[src/rtl/fetch_unit_if.sv]
// fetch_unit_if: bundles the instruction-memory request/response bus, the
// execute-stage redirect and the decode-side valid/ready handshake.
//   imem_req/imem_addr        fetch -> memory request (word address)
//   imem_ready                memory accepts the request this cycle
//   imem_rvalid/imem_rdata    in-order read responses
//   redirect/redirect_pc      taken branch/jump from execute
//   instr_valid/instr_ready   decode handshake
//   instruction/instr_pc      head instruction word and its PC
//   fetch_fault               misaligned redirect target flag
// master: the fetch unit side.  slave: the memory/execute/decode side.
interface fetch_unit_if;
  logic        imem_req;
  logic [31:0] imem_addr;
  logic        imem_ready;
  logic        imem_rvalid;
  logic [31:0] imem_rdata;
  logic        redirect;
  logic [31:0] redirect_pc;
  logic        instr_valid;
  logic        instr_ready;
  logic [31:0] instruction;
  logic [31:0] instr_pc;
  logic        fetch_fault;

  modport master (
    output imem_req, imem_addr, instr_valid, instruction, instr_pc, fetch_fault,
    input  imem_ready, imem_rvalid, imem_rdata, redirect, redirect_pc, instr_ready
  );

  modport slave (
    input  imem_req, imem_addr, instr_valid, instruction, instr_pc, fetch_fault,
    output imem_ready, imem_rvalid, imem_rdata, redirect, redirect_pc, instr_ready
  );
endinterface

[src/rtl/fetch_unit.sv]
// fetch_unit: instruction fetch stage in front of the decoder.
// Owns the PC, issues in-order word requests to instruction memory, buffers
// returned words with their PCs in a DEPTH-entry queue and presents the queue
// head to decode over valid/ready. A redirect from execute flushes the queue
// and discards responses still in flight.
// Ports:
//   clk    rising-edge clock
//   reset  asynchronous active-low reset
//   bus    fetch_unit_if.master (memory bus, redirect, decode handshake)
// Parameters:
//   RESET_PC  first PC fetched after reset
//   DEPTH     queue entries and cap on in-flight plus queued words (2^n, >= 2)
// Optional feature: define MISALIGN_CHECK_EN to flag redirects whose target
// has nonzero low bits (fetch_fault, sticky FAULT state). Without it the low
// target bits are ignored and fetch_fault is tied low.
module fetch_unit #(
  parameter logic [31:0] RESET_PC = 32'h0000_0000,
  parameter int          DEPTH    = 2
) (
  input  logic         clk,
  input  logic         reset,
  fetch_unit_if.master bus
);

  localparam int          PW      = (DEPTH > 1) ? $clog2(DEPTH) : 1;
  localparam int          CW      = PW + 1;
  localparam logic [CW:0] DEPTH_W = (CW+1)'(DEPTH);

  localparam logic [1:0] BOOT  = 2'd0;
  localparam logic [1:0] RUN   = 2'd1;
  localparam logic [1:0] FLUSH = 2'd2;
`ifdef MISALIGN_CHECK_EN
  localparam logic [1:0] FAULT = 2'd3;
`endif

  function automatic logic [31:0] pc_inc(input logic [31:0] pc);
    return pc + 32'd4;
  endfunction

  function automatic logic [31:0] pc_align(input logic [31:0] pc);
    return pc & 32'hFFFF_FFFC;
  endfunction

  // PC of the oldest outstanding request: all non-discarded requests are
  // contiguous words ending just below the current pc.
  function automatic logic [31:0] pc_oldest(input logic [31:0] pc,
                                            input logic [CW-1:0] n);
    return pc - {{(30-CW){1'b0}}, n, 2'b00};
  endfunction

  logic [1:0]    state_p0;
  logic [31:0]   pc_p0;
  logic [CW-1:0] inflight_p0;
  logic [CW-1:0] discard_p0;
`ifdef MISALIGN_CHECK_EN
  logic          fault_p0;
  logic          misalign;
`endif

  logic [31:0]   ins_p1 [DEPTH];
  logic [31:0]   pc_p1  [DEPTH];
  logic [PW-1:0] rd_p1;
  logic [PW-1:0] wr_p1;
  logic [CW-1:0] cnt_p1;

  logic          running;
  logic          vld_p1;
  logic          pop;
  logic          req;
  logic          xfer;
  logic          rsp;
  logic          drop;
  logic          push;
  logic [CW:0]   used;
  logic [CW-1:0] inflight_nx;
  logic [CW-1:0] discard_dec;
  logic [PW-1:0] head_idx;

  always_comb begin
    running     = (state_p0 == RUN) || (state_p0 == FLUSH);
    vld_p1      = (cnt_p1 != '0);
    pop         = vld_p1 && bus.instr_ready;
    // A pop this cycle frees a credit immediately, which keeps one word per
    // cycle flowing with only two entries.
    used        = {1'b0, inflight_p0} + {1'b0, cnt_p1} - {{CW{1'b0}}, pop};
    req         = running && !bus.redirect && (used < DEPTH_W);
    xfer        = req && bus.imem_ready;
    // Stray responses with nothing outstanding (e.g. after reset) are ignored.
    rsp         = bus.imem_rvalid && (inflight_p0 != '0);
    drop        = rsp && ((discard_p0 != '0) || bus.redirect);
    push        = rsp && !drop;
    inflight_nx = inflight_p0 + CW'(xfer) - CW'(rsp);
    discard_dec = discard_p0 - CW'(rsp && (discard_p0 != '0));
    // When empty, show the most recently consumed entry so the outputs hold.
    head_idx    = vld_p1 ? rd_p1 : rd_p1 - PW'(1);
`ifdef MISALIGN_CHECK_EN
    misalign    = (bus.redirect_pc[1:0] != 2'b00);
`endif
  end

  assign bus.imem_req    = req;
  assign bus.imem_addr   = pc_p0;
  assign bus.instr_valid = vld_p1;
  assign bus.instruction = ins_p1[head_idx];
  assign bus.instr_pc    = pc_p1[head_idx];
`ifdef MISALIGN_CHECK_EN
  assign bus.fetch_fault = fault_p0;
`else
  assign bus.fetch_fault = 1'b0;
`endif

  // ---- stage p0: PC, request credits, redirect/flush control ----
  always_ff @(posedge clk or negedge reset) begin
    if (!reset) begin
      state_p0    <= BOOT;
      pc_p0       <= RESET_PC;
      inflight_p0 <= '0;
      discard_p0  <= '0;
`ifdef MISALIGN_CHECK_EN
      fault_p0    <= 1'b0;
`endif
    end else begin
      inflight_p0 <= inflight_nx;
      if (bus.redirect) begin
        pc_p0      <= pc_align(bus.redirect_pc);
        discard_p0 <= inflight_nx;
`ifdef MISALIGN_CHECK_EN
        fault_p0   <= misalign;
        if (misalign) state_p0 <= FAULT;
        else          state_p0 <= (inflight_nx != '0) ? FLUSH : RUN;
`else
        state_p0   <= (inflight_nx != '0) ? FLUSH : RUN;
`endif
      end else begin
        if (xfer) pc_p0 <= pc_inc(pc_p0);
        discard_p0 <= discard_dec;
        case (state_p0)
          BOOT:       state_p0 <= RUN;
          RUN, FLUSH: state_p0 <= (discard_dec != '0) ? FLUSH : RUN;
          default:    state_p0 <= state_p0;
        endcase
      end
    end
  end

  // ---- stage p1: instruction queue ----
  always_ff @(posedge clk or negedge reset) begin
    if (!reset) begin
      rd_p1  <= '0;
      wr_p1  <= '0;
      cnt_p1 <= '0;
      for (int i = 0; i < DEPTH; i++) begin
        ins_p1[i] <= '0;
        pc_p1[i]  <= '0;
      end
    end else begin
      if (push) begin
        ins_p1[wr_p1] <= bus.imem_rdata;
        pc_p1[wr_p1]  <= pc_oldest(pc_p0, inflight_p0);
      end
      if (bus.redirect) begin
        rd_p1  <= rd_p1 + PW'(pop);
        wr_p1  <= rd_p1 + PW'(pop);
        cnt_p1 <= '0;
      end else begin
        rd_p1  <= rd_p1 + PW'(pop);
        wr_p1  <= wr_p1 + PW'(push);
        cnt_p1 <= cnt_p1 + CW'(push) - CW'(pop);
      end
    end
  end

endmodule
[src/flat_wrapper.sv]
// flat-port wrapper written by rule: the top's interface ports become plain ports
module fetch_unit_flat 
#(
  parameter logic [31:0] RESET_PC = 32'h0000_0000,
  parameter int          DEPTH    = 2
)
  (clk, reset, bus_imem_req, bus_imem_addr, bus_instr_valid, bus_instruction, bus_instr_pc, bus_fetch_fault, bus_imem_ready, bus_imem_rvalid, bus_imem_rdata, bus_redirect, bus_redirect_pc, bus_instr_ready);
  fetch_unit_if bus_i ();
  input  logic clk;
  input  logic reset;
  output wire logic [$bits(bus_i.imem_req)-1:0] bus_imem_req;
  output wire logic [$bits(bus_i.imem_addr)-1:0] bus_imem_addr;
  output wire logic [$bits(bus_i.instr_valid)-1:0] bus_instr_valid;
  output wire logic [$bits(bus_i.instruction)-1:0] bus_instruction;
  output wire logic [$bits(bus_i.instr_pc)-1:0] bus_instr_pc;
  output wire logic [$bits(bus_i.fetch_fault)-1:0] bus_fetch_fault;
  input wire logic [$bits(bus_i.imem_ready)-1:0] bus_imem_ready;
  input wire logic [$bits(bus_i.imem_rvalid)-1:0] bus_imem_rvalid;
  input wire logic [$bits(bus_i.imem_rdata)-1:0] bus_imem_rdata;
  input wire logic [$bits(bus_i.redirect)-1:0] bus_redirect;
  input wire logic [$bits(bus_i.redirect_pc)-1:0] bus_redirect_pc;
  input wire logic [$bits(bus_i.instr_ready)-1:0] bus_instr_ready;
  assign bus_imem_req = bus_i.imem_req;
  assign bus_imem_addr = bus_i.imem_addr;
  assign bus_instr_valid = bus_i.instr_valid;
  assign bus_instruction = bus_i.instruction;
  assign bus_instr_pc = bus_i.instr_pc;
  assign bus_fetch_fault = bus_i.fetch_fault;
  assign bus_i.imem_ready = bus_imem_ready;
  assign bus_i.imem_rvalid = bus_imem_rvalid;
  assign bus_i.imem_rdata = bus_imem_rdata;
  assign bus_i.redirect = bus_redirect;
  assign bus_i.redirect_pc = bus_redirect_pc;
  assign bus_i.instr_ready = bus_instr_ready;
  fetch_unit #(.RESET_PC(RESET_PC), .DEPTH(DEPTH)) u_core (.clk(clk), .reset(reset), .bus(bus_i));
endmodule
[config.mk]
export PLATFORM = sky130hd
export DESIGN_NAME = fetch_unit_flat
export DESIGN_NICKNAME = d
export VERILOG_FILES = /design/src/rtl/fetch_unit_if.sv /design/src/rtl/fetch_unit.sv /design/src/flat_wrapper.sv
export SDC_FILE = /design/constraint.sdc
export NUM_CORES = 1
export LEC_CHECK = 0
export CORE_ASPECT_RATIO = 1.2
export CORE_UTILIZATION = 60
export CTS_BUF_LIST = sky130_fd_sc_hd__clkbuf_4
export CTS_CLUSTER_SIZE = 16
export DETAILED_ROUTE_END_ITERATION = 12
export DONT_BUFFER_PORTS = 1
export HOLD_SLACK_MARGIN = 0.15
export PLACE_DENSITY = 0.88
export SLEW_MARGIN = 30
export SYNTH_ARGS = -nofsm -noshare
export SYNTH_HDL_FRONTEND = slang
export SYNTH_SLANG_ARGS = --single-unit
[constraint.sdc]
create_clock -name clk -period 3.4 [get_ports clk]
set_input_delay 1.02 -clock clk [delete_from_list [all_inputs] [get_ports clk]]
set_output_delay 1.02 -clock clk [all_outputs]
set_load 0.03 [all_outputs]
==> results of run 1 <==
-- metrics by stage --
stage,hold slack (ns),total power [mW]
finish,0.148,11.7
global route,0.0669,12.4
CTS,0.0998,11.5
detailed placement,0.473,8.87
global placement,0.464,8.72
floorplan,0.450,7.89
-- power groups by stage --
stage	combinational [mW]	clock, mW	sequential, mW
finish	7.18	1.09	3.45
global route	7.61	1.20	3.57
CTS	7.01	1.11	3.44
detailed placement	5.41	0	3.45
global placement	5.33	0	3.39
floorplan	4.67	0	3.23
-- worst max-delay path by stage --
stage	startpoint	end	slack, ns	depth (start not counted)
4_1_cts	u_core.cnt_p1[1]	bus_imem_req	0.0002	7
3_3_place_gp	bus_instr_ready	u_core.bus.imem_addr[7]	-0.03	10
2_1_floorplan	bus_instr_ready	u_core.state_p0[1]	0.01	13
6_report	u_core.cnt_p1[1]	bus_imem_req	0.03	7
5_1_grt	u_core.cnt_p1[1]	bus_imem_req	-0.08	7
3_5_place_dp	bus_instr_ready	u_core.bus.imem_addr[6]	-0.15	10
-- registers in the layout, indices dropped and copies added (netlist names) --
name	flops
u_core.inflight_p0	2
u_core.discard_p0	2
u_core.bus.imem_addr	30
u_core.wr_p1	1
u_core.state_p0	2
u_core.pc_p1	60
u_core.ins_p1	64
u_core.rd_p1	1
u_core.cnt_p1	2
-- cell type report --
| type | instances | share of cell area, % |
|---|---|---|
| sequential | 164 | 44.2 |
| clock buffer | 19 | 1.54 |
| tap | 171 | 2.30 |
| multi-input combinational | 533 | 45.1 |
| inverter | 23 | 0.929 |
| clock inverter | 12 | 1.24 |
| timing repair buffer | 29 | 4.73 |
-- kinds of logic after synthesis --
group                    synth area share, %
AND/OR/NAND/NOR                         13.7
flip-flops                              48.8
multiplexers                            17.1
AO/OA/AOI/OAI                           8.26
buffers and inverters                   5.17
XOR/XNOR                                4.69
adder cells (fa/ha/maj)                 2.26
other                                 0.0446
-- cells in the mapped netlist, types with 9 or more instances --
master / n
mux2_2: 125
nand3_1: 20
o21ai_0: 20
a21oi_1: 66
nand4_1: 17
clkbuf_1: 28
nor2_1: 86
nand2_1: 41
buf_2: 9
o211ai_1: 10
ha_1: 12
xnor2_1: 21
dfrtp_1: 164
xor2_1: 24
nor3_1: 12
inv_1: 23
-- worst max-delay path, cell delays in order, from the launching register on --
cell and delay [ns]:
dfrtp_1 0.44, or2_4 0.25, nand2_2 0.10, nor2_1 0.06, fa_2 0.55, nand2_1 0.07, nor3_2 0.13, buf_4 0.19
-- layer usage --
layer	part of all wire [%]	track usage, %	wire length [um]
met4	1.8	8.22	347
met3	7.6	7.39	1430
met1	40	33.8	7560
met2	51	45.4	9590
met5	0	0	0
-- what timing repair did --
action,CTS,global route
pin swaps,1,0
setup endpoints to repair,63,55
gates resized for setup,77,4
gates cloned,5,2
hold endpoints to repair,164,164
buffers inserted,3,0
==> impl_results.md, run 1 <==
- Drt drc: 0
- GP Congestion: between 0.8 and 0.9
- Number of global-route vias before repair: between 5000 and 6000
- Startpoint types: flop
- Post-synth EDFFs: 0
- Register area: just over 4000 um2
- Max Buffers Root-to-Sink: 2
- GRT Total Usage: 27.1%
- Commonest cells after routing, fill and taps aside: dfrtp_1, nor2_1, a21oi_1
- # rows: between 40 and 50
- Die ar.: between 10000 and 15000 um2
- Max Clock Skew: between 0.02 and 0.025 ns
- Post-synth ARST share: 100%
- Clock power share: 9.3%
- Reg-to-Reg End: u_core.bus.imem_addr[6]
- Sequential power share: 29.4%
- CTS clk-pin slew, worst paths: 0.13 ns
- Worst vdd ir: between 0.9 and 1 mV
- Root Buffer: clkbuf_4
- Crit share post-route: between 90 and 100%
- Min cycle time layout: around 3.4 ns
- CP required: ~2.4 ns
- Sequential share of the synthesized area: between 40% and 50%
- Critical Path End Type: primary output
- Syn Std Cell Area: around 8400 um2
- Share of the synthesized area in the top cell type: between 40% and 50%
- Avg Inst Size Synth: around 11 um2
- Max_cap viols: 0
- Dpl ws: -0.153 ns
- Internal Pwr Total: between 6 and 7 mW
- Synth cell types: 58
- F_max: 297 MHz
- FF-to-FF setup slack: 0.38 ns
- Synthesis-to-finish area growth: 10.5%
- PD cells: between 1000 and 1500 nW/um2
- Synthesis Warnings: 0
- Post-synth top area cell: dfrtp_1
- Leading cell type in the layout, fill and taps excluded: dfrtp_1
- Die H: 132 um
- Largest net degree at the start of global routing: 165
- Fill count: approximately 1000
- Slew at the pin closest to its max-slew limit: about 0.92 ns
- Setup tns final: 0 ns
- Initial antenna violation count: 0
- Slew Limit Fails: 0
- Inserted Diodes: 0
- Total core area: 13800 um2
- Main synth FF type: dfrtp_1
- Final wirelength: 18900 um
- Critical setup path kind: reg2out
- Via count: approximately 6000
- Worst hold path class: in2async
- Switch Pwr: roughly 5.3 mW
- Starting DRC count in detailed routing: around 440
- Worst-Skew Late Latency: 0.56 ns
- Area occupied by multi-input gates: approximately 4200 um2
- Reg-to-reg startpoint: u_core.cnt_p1[1]
- Combinational cell fraction of total power: 61.3%
- Antenna-violating nets left: 0
- Vias per std cell: 6.16
- Finished Layout Cells: between 900 and 1000
- Post-route cell area: just over 9000 um2
- First-pass GRT wire length: approximately 30000 um
- Per-cell routed wire length: approximately 20 um
- Dpl cells: 910
- Worst EP arrival: ~2.4 ns
- Final setup violation count: 0
- Sink Count: between 150 and 200
- R2R depth: 11
- H-tree depth: 4
- Mapped Cells: 775
- Detailed Place HPWL: roughly 12000 um
- Yosys reg bits: 164
- Io pins: around 170
- Initial Util: about three fifths
- Crit-path max FO: 3
- Grt ovf: 0
- Fin. Hold Viols: 0
- Post-DP Area: ~8500 um2
- TritonCTS clock tree: yes
- Status: completed
- Final core utilization: between 60% and 70%
- PnR worst setup slack: 0.0319 ns
- DR pass1 iterations: 5
- Sw Share: a little under half
- Number of port buffers: 0
- RSZ-0062 raised after global routing: true
- Chip Width: ~110 um
- Inserted Clock Buffers: 17
- Layout cells sized above 1: 26.2%
- Slew headroom: between 30% and 40%
- Ranking of synthesized cells by area: dfrtp_1, mux2_2, a21oi_1, nor2_1, xor2_1
- Static Leak: 4.15 nW
- Fin nets: about 850
Note: power is estimated with default switching activity, not from simulation.
==> run 2: changes to the inputs <==
Settings changed: CORE_UTILIZATION 60 to 46, PLACE_DENSITY 0.88 to 0.73.
==> impl_results.md, run 2 (synthesis results as in run 1) <==
- Number of port buffers: 0 (unchanged)
- Crit. path cell count: 7 (unchanged)
- First-pass GRT wire length: 30300 um (was 29600 um)
- CP max stage delay: 0.56 ns (was 0.55 ns)
- CTS clk-pin slew, worst paths: 0.15 ns (was 0.13 ns)
- Crit-path max FO: 3 (unchanged)
- TritonCTS clock tree: yes (unchanged)
- Status: finished with violations (was completed)
- Min cycle time layout: 3.37 ns (about the same)
- Dpl ws: -0.108 ns (was -0.153 ns)
- Chip Width: 125 um (was 110 um)
- Initial Util: 47.5% (was 61.1%)
- Startpoint types: flop (unchanged)
- Critical Path End Type: primary output (unchanged)
- Drt drc: 14 (was 0)
- Slew Limit Fails: 0 (unchanged)
- Initial antenna violation count: 1 (was 0)
- Inserted Clock Buffers: 17 (unchanged)
- Max Buffers Root-to-Sink: 2 (unchanged)
- Final setup violation count: 0 (unchanged)
- F_max: 297 MHz (about the same)
- RSZ-0062 raised after global routing: true (unchanged)
- Crit share post-route: 99.1% (about the same)
- Crit path from: u_core.cnt_p1[0] (was u_core.cnt_p1[1])
- Detailed Place HPWL: 12400 um (was 12200 um)
- Largest register FFs: 64 (unchanged)
- Die ar.: 18800 um2 (was 14500 um2)
- FF-to-FF setup slack: 0.44 ns (was 0.38 ns)
- Critical setup path kind: reg2out (unchanged)
- Final wirelength: 19100 um (was 18900 um)
- PnR worst setup slack: 0.0293 ns (was 0.0319 ns)
- DR pass1 iterations: 9 (was 5)
- Leading cell type in the layout, fill and taps excluded: dfrtp_1 (unchanged)
- Antenna-violating nets left: 0 (unchanged)
- R2R depth: 11 (unchanged)
- GP Congestion: 0.829 (was 0.824)
- Layout cells sized above 1: 26.5% (was 26.2%)
- Grt ovf: 0 (unchanged)
- Worst-Skew Late Latency: 0.58 ns (was 0.56 ns)
- Die H: 150 um (was 132 um)
- Reg-to-reg startpoint: u_core.cnt_p1[0] (was u_core.cnt_p1[1])
- Fin nets: 856 (was 852)
- Static Leak: 4.19 nW (was 4.15 nW)
- GRT Total Usage: 21.0% (was 27.1%)
- H-tree depth: 4 (unchanged)
- Starting DRC count in detailed routing: 319 (was 441)
- Total core area: 17700 um2 (was 13800 um2)
- Reg-to-Reg End: u_core.bus.imem_addr[7] (was u_core.bus.imem_addr[6])
- Pwr Total: 11.8 mW (was 11.7 mW)
- Slew headroom: 42.3% (was 38.7%)
- Largest Register: u_core.ins_p1 (unchanged)
- Commonest cells after routing, fill and taps aside: dfrtp_1, nor2_1, a21oi_1 (unchanged)
- Root Buffer: clkbuf_4 (unchanged)
- Finished Layout Cells: 1005 (was 951)
- Number of global-route vias before repair: 5779 (was 5795)
- Dpl cells: 959 (was 910)
- Fin. Hold Viols: 0 (unchanged)
- Max_cap viols: 0 (unchanged)
- Worst EP arrival: 2.35 ns (about the same)
- Sequence of cells on the critical path: or2_4 > nand2_2 > nor2_1 > fa_2 > nand2_1 > nor3_2 > buf_4 (unchanged)
- Worst hold path class: in2async (unchanged)
- Crit path capture: bus_imem_req (unchanged)
- Total buffers and inverters traversed by the critical path: 1 (unchanged)
- CP top delay family: simple AND/OR/NAND/NOR gates (unchanged)
- Sink Count: 164 (unchanged)
- Slew at the pin closest to its max-slew limit: 0.862 ns (was 0.915 ns)
- # rows: 53 (was 47)
- Largest net degree at the start of global routing: 165 (unchanged)
- Max Clock Skew: 0.0261 ns (was 0.0212 ns)
- Via count: 5723 (was 5857)
- CP required: 2.38 ns (about the same)
- PD cells: 1260 nW/um2 (about the same)
- Fill count: 1531 (was 982)
- Synthesis-to-finish area growth: 12.2% (was 10.5%)
- Io pins: 169 (unchanged)
- Per-cell routed wire length: 19.0 um (was 19.9 um)
- CP max-delay cell: fa_2 (unchanged)
- Failing checks: DRC
- Vias per std cell: 5.69 (was 6.16)
- Worst vdd ir: 0.573 mV (was 0.998 mV)
[run 2: power breakdown]
| group | switching (mW) | leakage, nW | internal [mW] |
|---|---|---|---|
| sequential | 0.679 | 2.03 | 2.74 |
| combinational | 3.99 | 1.99 | 3.17 |
| clock | 0.688 | 0.168 | 0.588 |
[run 2: stage by stage]
step	area (um2)	utilization (%)	hold slack (ns)	setup TNS [ns]
floorplan	8430	-	0.450	0
global placement	8600	48.6	0.467	-0.0221
detailed placement	8600	48.6	0.470	-0.542
CTS	9380	53.0	0.0600	-0.485
global route	9430	53.3	0.0558	-0.385
finish	9430	53.3	0.109	0
[run 2: worst min-delay path by stage]
stage / start / end / cells past startpoint
2_1_floorplan: u_core.state_p0[1] / u_core.state_p0[1] / 1
3_3_place_gp: u_core.state_p0[1] / u_core.state_p0[1] / 1
3_5_place_dp: u_core.state_p0[1] / u_core.state_p0[1] / 1
4_1_cts: reset / u_core.bus.imem_addr[27] / 0
5_1_grt: reset / u_core.bus.imem_addr[20] / 0
6_report: reset / u_core.bus.imem_addr[16] / 0
[run 2: cell type report]
class	count	area (um2)	area share, %
Tap cell	220	275	2.92
Multi-Input combinational cell	533	4190	44.4
Clock inverter	13	184	1.95
Antenna cell	1	2.50	0.0265
Sequential cell	164	4100	43.5
Clock buffer	18	135	1.43
Inverter	23	86.3	0.915
Timing Repair Buffer	33	458	4.85
[run 2: routing by layer]
metal  up-vias  track usage [%]  part of all wire, %
met5         -                0                    0
met4         0             7.56                  1.9
li1       2697                -                    -
met2       193             36.2                   49
met1      2803             25.2                   41
met3        30             5.97                  8.1
[run 2: timing repair]
action | CTS | global route
gates resized for setup | 77 | 4
endpoints found under the hold margin | 164 | 164
setup endpoints to repair | 63 | 62
pin swaps | 1 | 0
setup buffers | 7 | 2
cloned | 4 | 3
